==> config.mk <==
export PLATFORM = sky130hd
export DESIGN_NAME = ysyx_23060136_forward_unit
export DESIGN_NICKNAME = d
export VERILOG_FILES = /design/src/rtl/ysyx_23060136_forward_pkg.sv /design/src/rtl/ysyx_23060136_forward_match.sv /design/src/rtl/ysyx_23060136_forward_unit.sv
export SDC_FILE = /design/constraint.sdc
export NUM_CORES = 1
export LEC_CHECK = 0
export BUFFER_PORTS_ARGS = -buffer_cell sky130_fd_sc_hd__buf_4
export CELL_PAD_IN_SITES_DETAIL_PLACEMENT = 0
export CELL_PAD_IN_SITES_GLOBAL_PLACEMENT = 1
export CORE_MARGIN = 4
export CORE_UTILIZATION = 37
export DETAILED_ROUTE_END_ITERATION = 7
export PLACE_DENSITY = 0.91
export SYNTH_ARGS = -nofsm -noshare
export SYNTH_HDL_FRONTEND = slang
export SYNTH_HIERARCHICAL = 1
export SYNTH_SLANG_ARGS = --single-unit
==> constraint.sdc <==
create_clock -name clk -period 5.4 [get_ports clk]
set_clock_uncertainty 0.1 [all_clocks]
set_input_delay 0.27 -clock clk [delete_from_list [all_inputs] [get_ports clk]]
set_output_delay 0.27 -clock clk [all_outputs]
set_load 0.01 [all_outputs]
==> src/rtl/ysyx_23060136_forward_pkg.sv <==
// Shared widths, tag layout and match helpers for the EXU1 forwarding producer.
package ysyx_23060136_forward_pkg;

  localparam int BITS_W = 32;
  localparam int REG_W  = 5;
  localparam int CSR_W  = 12;

  // Destination tag shadowed for each in-flight stage (E2, M, W).
  typedef struct packed {
    logic             valid;
    logic [REG_W-1:0] rd;
    logic             rd_we;
    logic             is_load;
    logic             csr_we;
    logic [CSR_W-1:0] csr_addr;
  } fwd_tag_t;

  // GPR-only view of a tag, handed to the per-operand matcher.
  typedef struct packed {
    logic             valid;
    logic [REG_W-1:0] rd;
    logic             rd_we;
    logic             is_load;
  } gpr_tag_t;

  // Which producer won the priority match for one operand.
  typedef enum logic [2:0] {
    SRC_NONE,
    SRC_E2,
    SRC_M,
    SRC_W,
    SRC_RB
  } fwd_src_e;

  localparam fwd_tag_t TAG_EMPTY = '0;

  function automatic gpr_tag_t gpr_view(input fwd_tag_t t);
    gpr_view = '{valid: t.valid, rd: t.rd, rd_we: t.rd_we, is_load: t.is_load};
  endfunction

  // x0 is hardwired to zero, so it never creates a dependency.
  function automatic logic gpr_hit(input gpr_tag_t t, input logic [REG_W-1:0] src);
    gpr_hit = t.valid && t.rd_we && (t.rd == src) && (src != '0);
  endfunction

  function automatic logic csr_hit(input fwd_tag_t t, input logic [CSR_W-1:0] addr);
    csr_hit = t.valid && t.csr_we && (t.csr_addr == addr);
  endfunction

endpackage

==> src/rtl/ysyx_23060136_forward_match.sv <==
// Single-operand GPR forwarding: youngest-wins priority match and data mux.
module ysyx_23060136_forward_match
  import ysyx_23060136_forward_pkg::*;
#(
  parameter int DATA_W = ysyx_23060136_forward_pkg::BITS_W
) (
  input  logic [REG_W-1:0]  src,
  input  gpr_tag_t          e2,
  input  gpr_tag_t          m,
  input  gpr_tag_t          w,
  input  logic              e2_data_ready,
  input  logic              m_data_ready,
  input  logic              w_data_ready,
  input  logic              rb_valid,
  input  logic [REG_W-1:0]  rb_rd,
  input  logic [DATA_W-1:0] rb_data,
  input  logic [DATA_W-1:0] e2_data,
  input  logic [DATA_W-1:0] m_alu_data,
  input  logic [DATA_W-1:0] m_load_data,
  input  logic [DATA_W-1:0] w_data,
  output logic              hazard,
  output logic [DATA_W-1:0] data,
  output logic              stall
);

  fwd_src_e          sel;
  logic [DATA_W-1:0] raw;

  // Pick the youngest producer of src: E2, then M, then W, then the retire buffer.
  always_comb begin
    // NOTE: every combinational output gets a default first so no path infers a latch.
    sel = SRC_NONE;
    if (gpr_hit(e2, src))
      sel = SRC_E2;
    else if (gpr_hit(m, src))
      sel = SRC_M;
    else if (gpr_hit(w, src))
      sel = SRC_W;
    else if (rb_valid && (rb_rd == src) && (src != '0))
      sel = SRC_RB;
  end

  // Route the winner's data; a load whose data is not back yet forces a stall.
  always_comb begin
    raw   = '0;
    stall = 1'b0;
    unique case (sel)
      SRC_E2: begin
        raw   = e2_data;
        stall = e2.is_load && !e2_data_ready;
      end
      SRC_M: begin
        raw   = m.is_load ? m_load_data : m_alu_data;
        stall = m.is_load && !m_data_ready;
      end
      SRC_W: begin
        raw   = w_data;
        stall = w.is_load && !w_data_ready;
      end
      SRC_RB: raw = rb_data;
      default: ;
    endcase
  end

  assign hazard = (sel != SRC_NONE);
  // Data is zeroed while stalling so EXU1 never sees a half-formed operand.
  assign data   = stall ? '0 : raw;

endmodule

==> src/rtl/ysyx_23060136_forward_unit.sv <==
// EXU1 forwarding producer: shadows E2/M/W destination tags plus a one-cycle
// retire buffer and drives forwarded operands, hazard flags and a load-use stall.
module ysyx_23060136_forward_unit #(
  parameter int BITS_W = ysyx_23060136_forward_pkg::BITS_W,
  parameter int REG_W  = ysyx_23060136_forward_pkg::REG_W,
  parameter int CSR_W  = ysyx_23060136_forward_pkg::CSR_W
) (
  input  logic              clk,
  input  logic              rst,
  input  logic              EXU1_go,
  input  logic              EXU2_go,
  input  logic              LSU_go,
  input  logic              WB_go,
  input  logic              FORWARD_flush,
  input  logic [REG_W-1:0]  EXU1_rd,
  input  logic [REG_W-1:0]  EXU1_rs1,
  input  logic [REG_W-1:0]  EXU1_rs2,
  input  logic              EXU1_rd_we,
  input  logic              EXU1_is_load,
  input  logic              EXU1_csr_we,
  input  logic [CSR_W-1:0]  EXU1_csr_addr,
  input  logic [BITS_W-1:0] EXU2_alu_res,
  input  logic [BITS_W-1:0] EXU2_csr_wdata,
  input  logic [BITS_W-1:0] LSU_alu_res,
  input  logic [BITS_W-1:0] LSU_csr_wdata,
  input  logic [BITS_W-1:0] LSU_rdata,
  input  logic              LSU_rdata_valid,
  input  logic [BITS_W-1:0] WB_data,
  input  logic [BITS_W-1:0] WB_csr_wdata,
  output logic [BITS_W-1:0] FORWARD_rs1_data_EXU1,
  output logic [BITS_W-1:0] FORWARD_rs2_data_EXU1,
  output logic [BITS_W-1:0] FORWARD_csr_rs_data_EXU1,
  output logic              FORWARD_rs1_hazard_EXU1,
  output logic              FORWARD_rs2_hazard_EXU1,
  output logic              FORWARD_csr_rs_hazard_EXU1,
  output logic              FORWARD_stall_EXU1
);

  import ysyx_23060136_forward_pkg::*;

  // Tag field widths come from the package; the port widths above must match it.
  fwd_tag_t          exu1_tag;
  fwd_tag_t          e2_q;
  fwd_tag_t          m_q;
  fwd_tag_t          w_q;

  logic              rb_valid_q;
  logic [REG_W-1:0]  rb_rd_q;
  logic [BITS_W-1:0] rb_data_q;
  logic              rb_capture;

  logic              rs1_stall;
  logic              rs2_stall;

  assign exu1_tag = '{valid:    1'b1,
                      rd:       EXU1_rd,
                      rd_we:    EXU1_rd_we,
                      is_load:  EXU1_is_load,
                      csr_we:   EXU1_csr_we,
                      csr_addr: EXU1_csr_addr};

  // Advance the tag shadow alongside the pipeline handshakes.
  always_ff @(posedge clk) begin
    // NOTE: sequential state uses non-blocking assignments so each stage samples the old value of the one before it.
    if (rst) begin
      e2_q <= TAG_EMPTY;
      m_q  <= TAG_EMPTY;
      w_q  <= TAG_EMPTY;
    end else begin
      // A redirect kills both the E2 instruction and whatever EXU1 was handing over.
      if (FORWARD_flush)
        e2_q.valid <= 1'b0;
      else if (EXU1_go)
        e2_q <= exu1_tag;
      else if (EXU2_go)
        e2_q.valid <= 1'b0;

      // E2 still moves to M on a flush edge; the redirect only concerns younger work.
      if (EXU2_go)
        m_q <= e2_q;
      else if (LSU_go)
        m_q.valid <= 1'b0;

      if (LSU_go)
        w_q <= m_q;
      else if (WB_go)
        w_q.valid <= 1'b0;
    end
  end

  // The register file is written on this edge; the buffer covers EXU1 reading it a cycle later.
  assign rb_capture = WB_go && w_q.valid && w_q.rd_we && (w_q.rd != '0);

  // Retire-buffer valid lives for exactly one cycle after a qualifying retire.
  always_ff @(posedge clk) begin
    if (rst)
      rb_valid_q <= 1'b0;
    else
      rb_valid_q <= rb_capture;
  end

  // Retire-buffer payload; only meaningful while rb_valid_q is set.
  always_ff @(posedge clk) begin
    // NOTE: the payload is left unreset because rb_valid_q alone decides whether it is ever used.
    if (rb_capture) begin
      rb_rd_q   <= w_q.rd;
      rb_data_q <= WB_data;
    end
  end

  ysyx_23060136_forward_match #(.DATA_W(BITS_W)) u_match_rs1 (
    .src           (EXU1_rs1),
    .e2            (gpr_view(e2_q)),
    .m             (gpr_view(m_q)),
    .w             (gpr_view(w_q)),
    .e2_data_ready (1'b0),
    .m_data_ready  (LSU_rdata_valid),
    .w_data_ready  (1'b1),
    .rb_valid      (rb_valid_q),
    .rb_rd         (rb_rd_q),
    .rb_data       (rb_data_q),
    .e2_data       (EXU2_alu_res),
    .m_alu_data    (LSU_alu_res),
    .m_load_data   (LSU_rdata),
    .w_data        (WB_data),
    .hazard        (FORWARD_rs1_hazard_EXU1),
    .data          (FORWARD_rs1_data_EXU1),
    .stall         (rs1_stall)
  );

  ysyx_23060136_forward_match #(.DATA_W(BITS_W)) u_match_rs2 (
    .src           (EXU1_rs2),
    .e2            (gpr_view(e2_q)),
    .m             (gpr_view(m_q)),
    .w             (gpr_view(w_q)),
    .e2_data_ready (1'b0),
    .m_data_ready  (LSU_rdata_valid),
    .w_data_ready  (1'b1),
    .rb_valid      (rb_valid_q),
    .rb_rd         (rb_rd_q),
    .rb_data       (rb_data_q),
    .e2_data       (EXU2_alu_res),
    .m_alu_data    (LSU_alu_res),
    .m_load_data   (LSU_rdata),
    .w_data        (WB_data),
    .hazard        (FORWARD_rs2_hazard_EXU1),
    .data          (FORWARD_rs2_data_EXU1),
    .stall         (rs2_stall)
  );

  assign FORWARD_stall_EXU1 = rs1_stall || rs2_stall;

  // CSR forwarding: youngest writer of the addressed CSR wins; CSR values never stall.
  always_comb begin
    FORWARD_csr_rs_hazard_EXU1 = 1'b0;
    FORWARD_csr_rs_data_EXU1   = '0;
    if (csr_hit(e2_q, EXU1_csr_addr)) begin
      FORWARD_csr_rs_hazard_EXU1 = 1'b1;
      FORWARD_csr_rs_data_EXU1   = EXU2_csr_wdata;
    end else if (csr_hit(m_q, EXU1_csr_addr)) begin
      FORWARD_csr_rs_hazard_EXU1 = 1'b1;
      FORWARD_csr_rs_data_EXU1   = LSU_csr_wdata;
    end else if (csr_hit(w_q, EXU1_csr_addr)) begin
      FORWARD_csr_rs_hazard_EXU1 = 1'b1;
      FORWARD_csr_rs_data_EXU1   = WB_csr_wdata;
    end
  end

endmodule

# Word-level counts from Yosys, hierarchy flattened
# Cells that the tools add are included.
# Widths: inputs -> output; s select.
dict set report op_classes {
  order_cmp 0
  shift 0
  n_eq_ne 19
  n_reduce_logical 41
  n_div 0
  bitwise 1
  n_mux 27
  add_sub_neg 0
  n_mul 0
}
# cell count
set op_table {}
lappend op_table {{$pmux 32 s4} 2}
lappend op_table {{$mux 32} 6}
lappend op_table {{$eq 5x5->1} 8}
lappend op_table {{$eq 12x12->1} 3}
lappend op_table {{$logic_and 1x1->1} 29}
lappend op_table {{$mux 3} 8}
lappend op_table {{$reduce_bool 5->1} 3}
lappend op_table {{$eq 3x2->1 const B} 4}
lappend op_table {{$mux 1} 9}
lappend op_table {{$eq 3x1->1 const B} 2}
lappend op_table {{$eq 3x3->1 const B} 2}
lappend op_table {{$reduce_bool 2->1} 3}
lappend op_table {{$reduce_bool 3->1} 2}
lappend op_table {{$pmux 1 s2} 2}
lappend op_table {{$reduce_and 2->1} 1}
lappend op_table {{$reduce_or 2->1} 1}
lappend op_table {{$logic_not 1->1} 1}
lappend op_table {{$logic_or 1x1->1} 1}
lappend op_table {{$not 1->1} 1}
dict set report totals {
  mem_count 0
  ff_bits 100
  out_inout_bits 100
  elab_cells 108
  rom_bits 0
  ramBits 0
  inputBits 262
  latch_bits 0
}

# Depth between registers and ports, before layout
dict set report logic_depth {
  ltp_word 10
  ltp_mapped 10
  ltp_nobuf 6
}

# By module
# Netlist, hierarchy kept.
# module cells_each n_inst area_per_inst_um2
set modules_own_cells {}
lappend modules_own_cells {ysyx_23060136_forward_unit 520 1 4879.7}
lappend modules_own_cells {ysyx_23060136_forward_match 273 2 1739.2}

# Least setup slack after synthesis
# No wires, ideal clock.
dict set report synth_path {
  path_kind {register to register}
  start {register w_q[19] in the netlist's numbering}
  end {register rb_data_q[0] (enable)}
  slack_ns 2.524
  t_arrival_ns 2.332
  path_stages_with_launch 3
  required_time_ns 4.855
  setup_time_ns 0.445
  n_path_buf 0
  cell_sequence {dfxtp_1 -> nor3_1 -> a21oi_1}
}
dict set report synth_between {
  elab_chain_cells 2
}
# element line_no
set synth_lines {}
lappend synth_lines {{from (decl)} ysyx_23060136_forward_unit.sv:45} ;# fwd_tag_t w_q;
lappend synth_lines {{from (signal assigned)} ysyx_23060136_forward_unit.sv:85} ;# w_q <= m_q;
lappend synth_lines {{$reduce_bool 5->1} ysyx_23060136_forward_unit.sv:92} ;# assign rb_capture = WB_go && w_q.valid && w_q.rd_we && (w_q.rd != '0);
lappend synth_lines {{$logic_and 1x1->1} ysyx_23060136_forward_unit.sv:92}
lappend synth_lines {{named net rb_capture} ysyx_23060136_forward_unit.sv:50} ;# logic rb_capture;
lappend synth_lines {{to (signal assigned)} ysyx_23060136_forward_unit.sv:107} ;# rb_data_q <= WB_data;
lappend synth_lines {{to (decl)} ysyx_23060136_forward_unit.sv:49} ;# logic [BITS_W-1:0] rb_data_q;
# The timed path passes the listed nets, and every way through them passes these cells.
# A chain may end at the register's enable or synchronous reset.

# Final worst setup path
dict set report layout_path {
  start {register w_q[18] in the netlist's numbering}
  end {output port FORWARD_rs2_data_EXU1[14]}
}
dict set report layout_between {
  elab_chain_cells 9
}
# element line_no
set layout_lines {}
lappend layout_lines {{$eq 5x5->1 *} ysyx_23060136_forward_pkg.sv:43} ;# gpr_hit = t.valid && t.rd_we && (t.rd == src) && (src != '0);
lappend layout_lines {{$logic_and 1x1->1 * (2 in series)} ysyx_23060136_forward_pkg.sv:43}
lappend layout_lines {{$mux 3 *} ysyx_23060136_forward_match.sv:37} ;# else if (gpr_hit(w, src))
lappend layout_lines {{$mux 3 *} ysyx_23060136_forward_match.sv:35} ;# else if (gpr_hit(m, src))
lappend layout_lines {{$mux 3 *} ysyx_23060136_forward_match.sv:33} ;# if (gpr_hit(e2, src))
lappend layout_lines {{$eq 3x3->1 (tied with other cells)} ysyx_23060136_forward_match.sv:47} ;# unique case (sel)
lappend layout_lines {{$pmux 32 s4 / $pmux 1 s2 (equally long branches)} ysyx_23060136_forward_match.sv:47}
lappend layout_lines {{$mux 32 *} ysyx_23060136_forward_match.sv:67} ;# assign data = stall ? '0 : raw;
lappend layout_lines {{to (decl)} ysyx_23060136_forward_unit.sv:31} ;# output logic [BITS_W-1:0] FORWARD_rs2_data_EXU1,
# Mark *: on every way between the ends. The rest lies on a longest branch, timed or not.

==> summary.md <==
| Metric | Value |
|---|---|
| Final Cell Area | `11610 um^2` |
| Crit path DAT | `3.47 ns` |
| P_leak | `4.982 nW` |
| Max Slew Vio Count | `0` |
| Setup TNS Final | `0 ns` |
| Most numerous cell in the Yosys netlist | `nand2_1` |
| Port Buf Inserts | `361` |
| GRT Total Usage | `0.2352` |
| Critical Path Source Type | `flop` |
| Unrepaired setup endpoints after global routing | `false` |
| Endpoints failing setup | `0` |
| Post-Synthesis Cells | `1066` |
| Antenna viol nets, final | `0` |
| Area Growth Syn to Fin | `38.92%` |
| Vias in the first global route | `8703` |
| N_diodes | `0` |
| RePlAce Congestion | `roughly 0.91` |
| Initial antenna violation count | `0` |
| Drt pass-1 iters | `6` |
| Status | `finished, final reports clean` |
| Commonest cells post-synth | `nand2_1, and3_1, mux2i_1, nor2_1, a21oi_1` |
| Total of max-cap violations | `0` |
| FFs w/ async S/R, synth | `0` |
| Hold Crit Class | `input pin to flop` |
| CTS tree | `built` |
| Post-synth top area share | `0.1533` |
| Worst-Margin Slew | `1.320 ns` |
| Netlist cell types | `41` |
| Area contributors post-synth | `dfxtp_1, edfxtp_1, mux2i_1, and3_1, nand2_1` |
| Post-synth top area cell | `dfxtp_1` |
| WL/cell | `19.34 um` |
| Share of layout cells above drive strength 1 | `0.3167` |
| Post-synthesis sequential area ratio | `0.2862` |
| Clk sink count | `101` |
| Core box area | `22030 um^2` |
| Hold Vio Cnt, Final | `0` |
| Die Width | `158.3 um` |
| GR Overflow Total | `0` |
| Chip height | `158.3 um` |
| Cts repair resizes | `0` |
| Largest net degree at the start of global routing | `68` |
| Post-synth EDFFs | `37` |
| Starting Density | `0.3795` |
| Final #Nets | `1637` |
| Total CTS buffers | `9` |
| Slew HR | `0.1199` |
| Synthesized area per cell | `7.841 um^2` |
| Die footprint | `25060 um^2` |
| Crit share post-route | `0.7110` |
| Clk buf depth | `2` |
| H-tree levels | `3` |
| Crit path time final | `3.839 ns` |
| Power Density | `154.9 nW/um^2` |
| CP Data Required Time | `5.03 ns` |
| Post-DP HPWL | `23280 um` |
| Root buf cell | `clkbuf_16` |
| Synth Cell Area | `8358 um^2` |
| Post-place instance area | `11010 um^2` |
| VDD IR max | `just under 200 uV` |
| Synth warn | `6` |
| Final WL | `32100 um` |
| Synthesized flop and latch total | `101` |
| Mean number of vias per cell | `5.620` |
| Reg clk slew, reported paths | `roughly 0.080 ns` |
| Placement Rows | `54` |
| Fmax | `260.5 MHz` |
| Setup CP Type | `flop to output pin` |
| Via count of the routed design | `a little over 9000` |
| Crit path capture type | `output pin` |
| DRC violations left | `0` |
| Crit Path Max Fanout | `32` |
| DR iter-0 viols | `739` |
| FILL cells | `~2200` |
| First-pass GRT wire length | `47280 um` |
| Top-level I/O count | `362` |
| Ys flop type | `dfxtp_1` |
| Clk_lat worst skew | `0.36 ns` |
-- cells by family after synthesis --
kind of cell,Yosys count,share of synthesized area
mux,106,0.1281
xor+xnor,70,0.07335
simple gates,409,0.2522
other cells,2,0.0008985
compound gates,256,0.1852
buf+inv,122,0.07395
flops,101,0.2862
-- final cells by class --
cell class,instances,area [um^2],share of cell area
clock buffers,10,239.0,0.02058
clock inverters,6,63.81,0.005496
inverters,11,41.29,0.003556
multi-input cells,845,5390,0.4642
flip-flops and latches,101,2396,0.2064
well taps,280,350.3,0.03017
repair buffers,407,3131,0.2696
-- power breakdown --
part / internal [mW] / total [mW] / leakage, nW / switching (mW)
Clock: 0.339 / 0.660 / 0.151 / 0.321
Sequential: 0.799 / 0.813 / 0.864 / 0.0146
Combinational: 0.190 / 0.326 / 3.97 / 0.135
Total: 1.33 / 1.80 / 4.98 / 0.471
-- per-layer routing --
metal,wire length [um],GRT usage,up-vias
met5,0,0,-
met4,779,0.06702,0
met3,2408,0.04974,52
met2,15730,0.3982,437
met1,13180,0.3036,4353
li1,-,-,4488
-- worst paths after layout --
path         cells after the start         from                         to  slack [ns]
min                              1  WB_data[16]              rb_data_q[16]        0.02
min reg2reg                      2      e2_q[4]                    e2_q[4]        0.39
max                              7      w_q[18]  FORWARD_rs2_data_EXU1[14]        1.56
max reg2reg                      3      w_q[16]              rb_data_q[19]        3.67
-- critical path: stages (launching register included) --
cell and delay, ns:
dfxtp_1 0.47, xor2_1 0.13, nor4_1 0.57, and3_1 1.14, and3_1 0.28, o22ai_1 0.09, a21oi_1 0.23, buf_4 0.17
-- metrics by stage --
stage	std cells	util	hold WS, ns	setup WS (ns)	power [mW]
2_1_floorplan	1068	-	0.2493	2.524	0.9422
3_3_place_gp	1614	0.4998	0.3570	1.954	1.131
3_5_place_dp	1614	0.4998	0.3604	1.962	1.135
4_1_cts	1660	0.5272	0.003477	1.597	1.823
5_1_grt	1660	0.5272	0.005074	1.476	1.880
6_report	1660	0.5272	0.02423	1.561	1.799
-- timing repair --
action                     4_1_cts  5_1_grt
setup endpoints to repair        0        0
hold endpoints to repair        30        0
hold buffers                    30        0
buffers inserted                 0        0
-- registers in the layout (all words and copies together), names as in the netlist --
name        cells
m_q            21
rb_data_q      32
rb_valid_q      1
w_q            21
rb_rd_q         5
e2_q           21
-- cell usage in the layout, fill, tap and decap left out, types with 7 or more instances in the layout --
| master | instances |
|---|---|
| buf_4 | 377 |
| nand2_1 | 108 |
| and3_1 | 104 |
| mux2i_1 | 104 |
| nor2_1 | 78 |
| a21oi_1 | 66 |
| o21ai_0 | 66 |
| o22ai_1 | 64 |
| dfxtp_1 | 63 |
| nand4_1 | 44 |
| nand3_1 | 40 |
| xor2_1 | 39 |
| edfxtp_1 | 37 |
| xnor2_1 | 31 |
| a31oi_1 | 31 |
| dlygate4sd3_1 | 30 |
| a21oi_2 | 20 |
| inv_1 | 9 |
| clkbuf_16 | 9 |
| nor2b_1 | 7 |
Power figures use the tool's default switching activity.
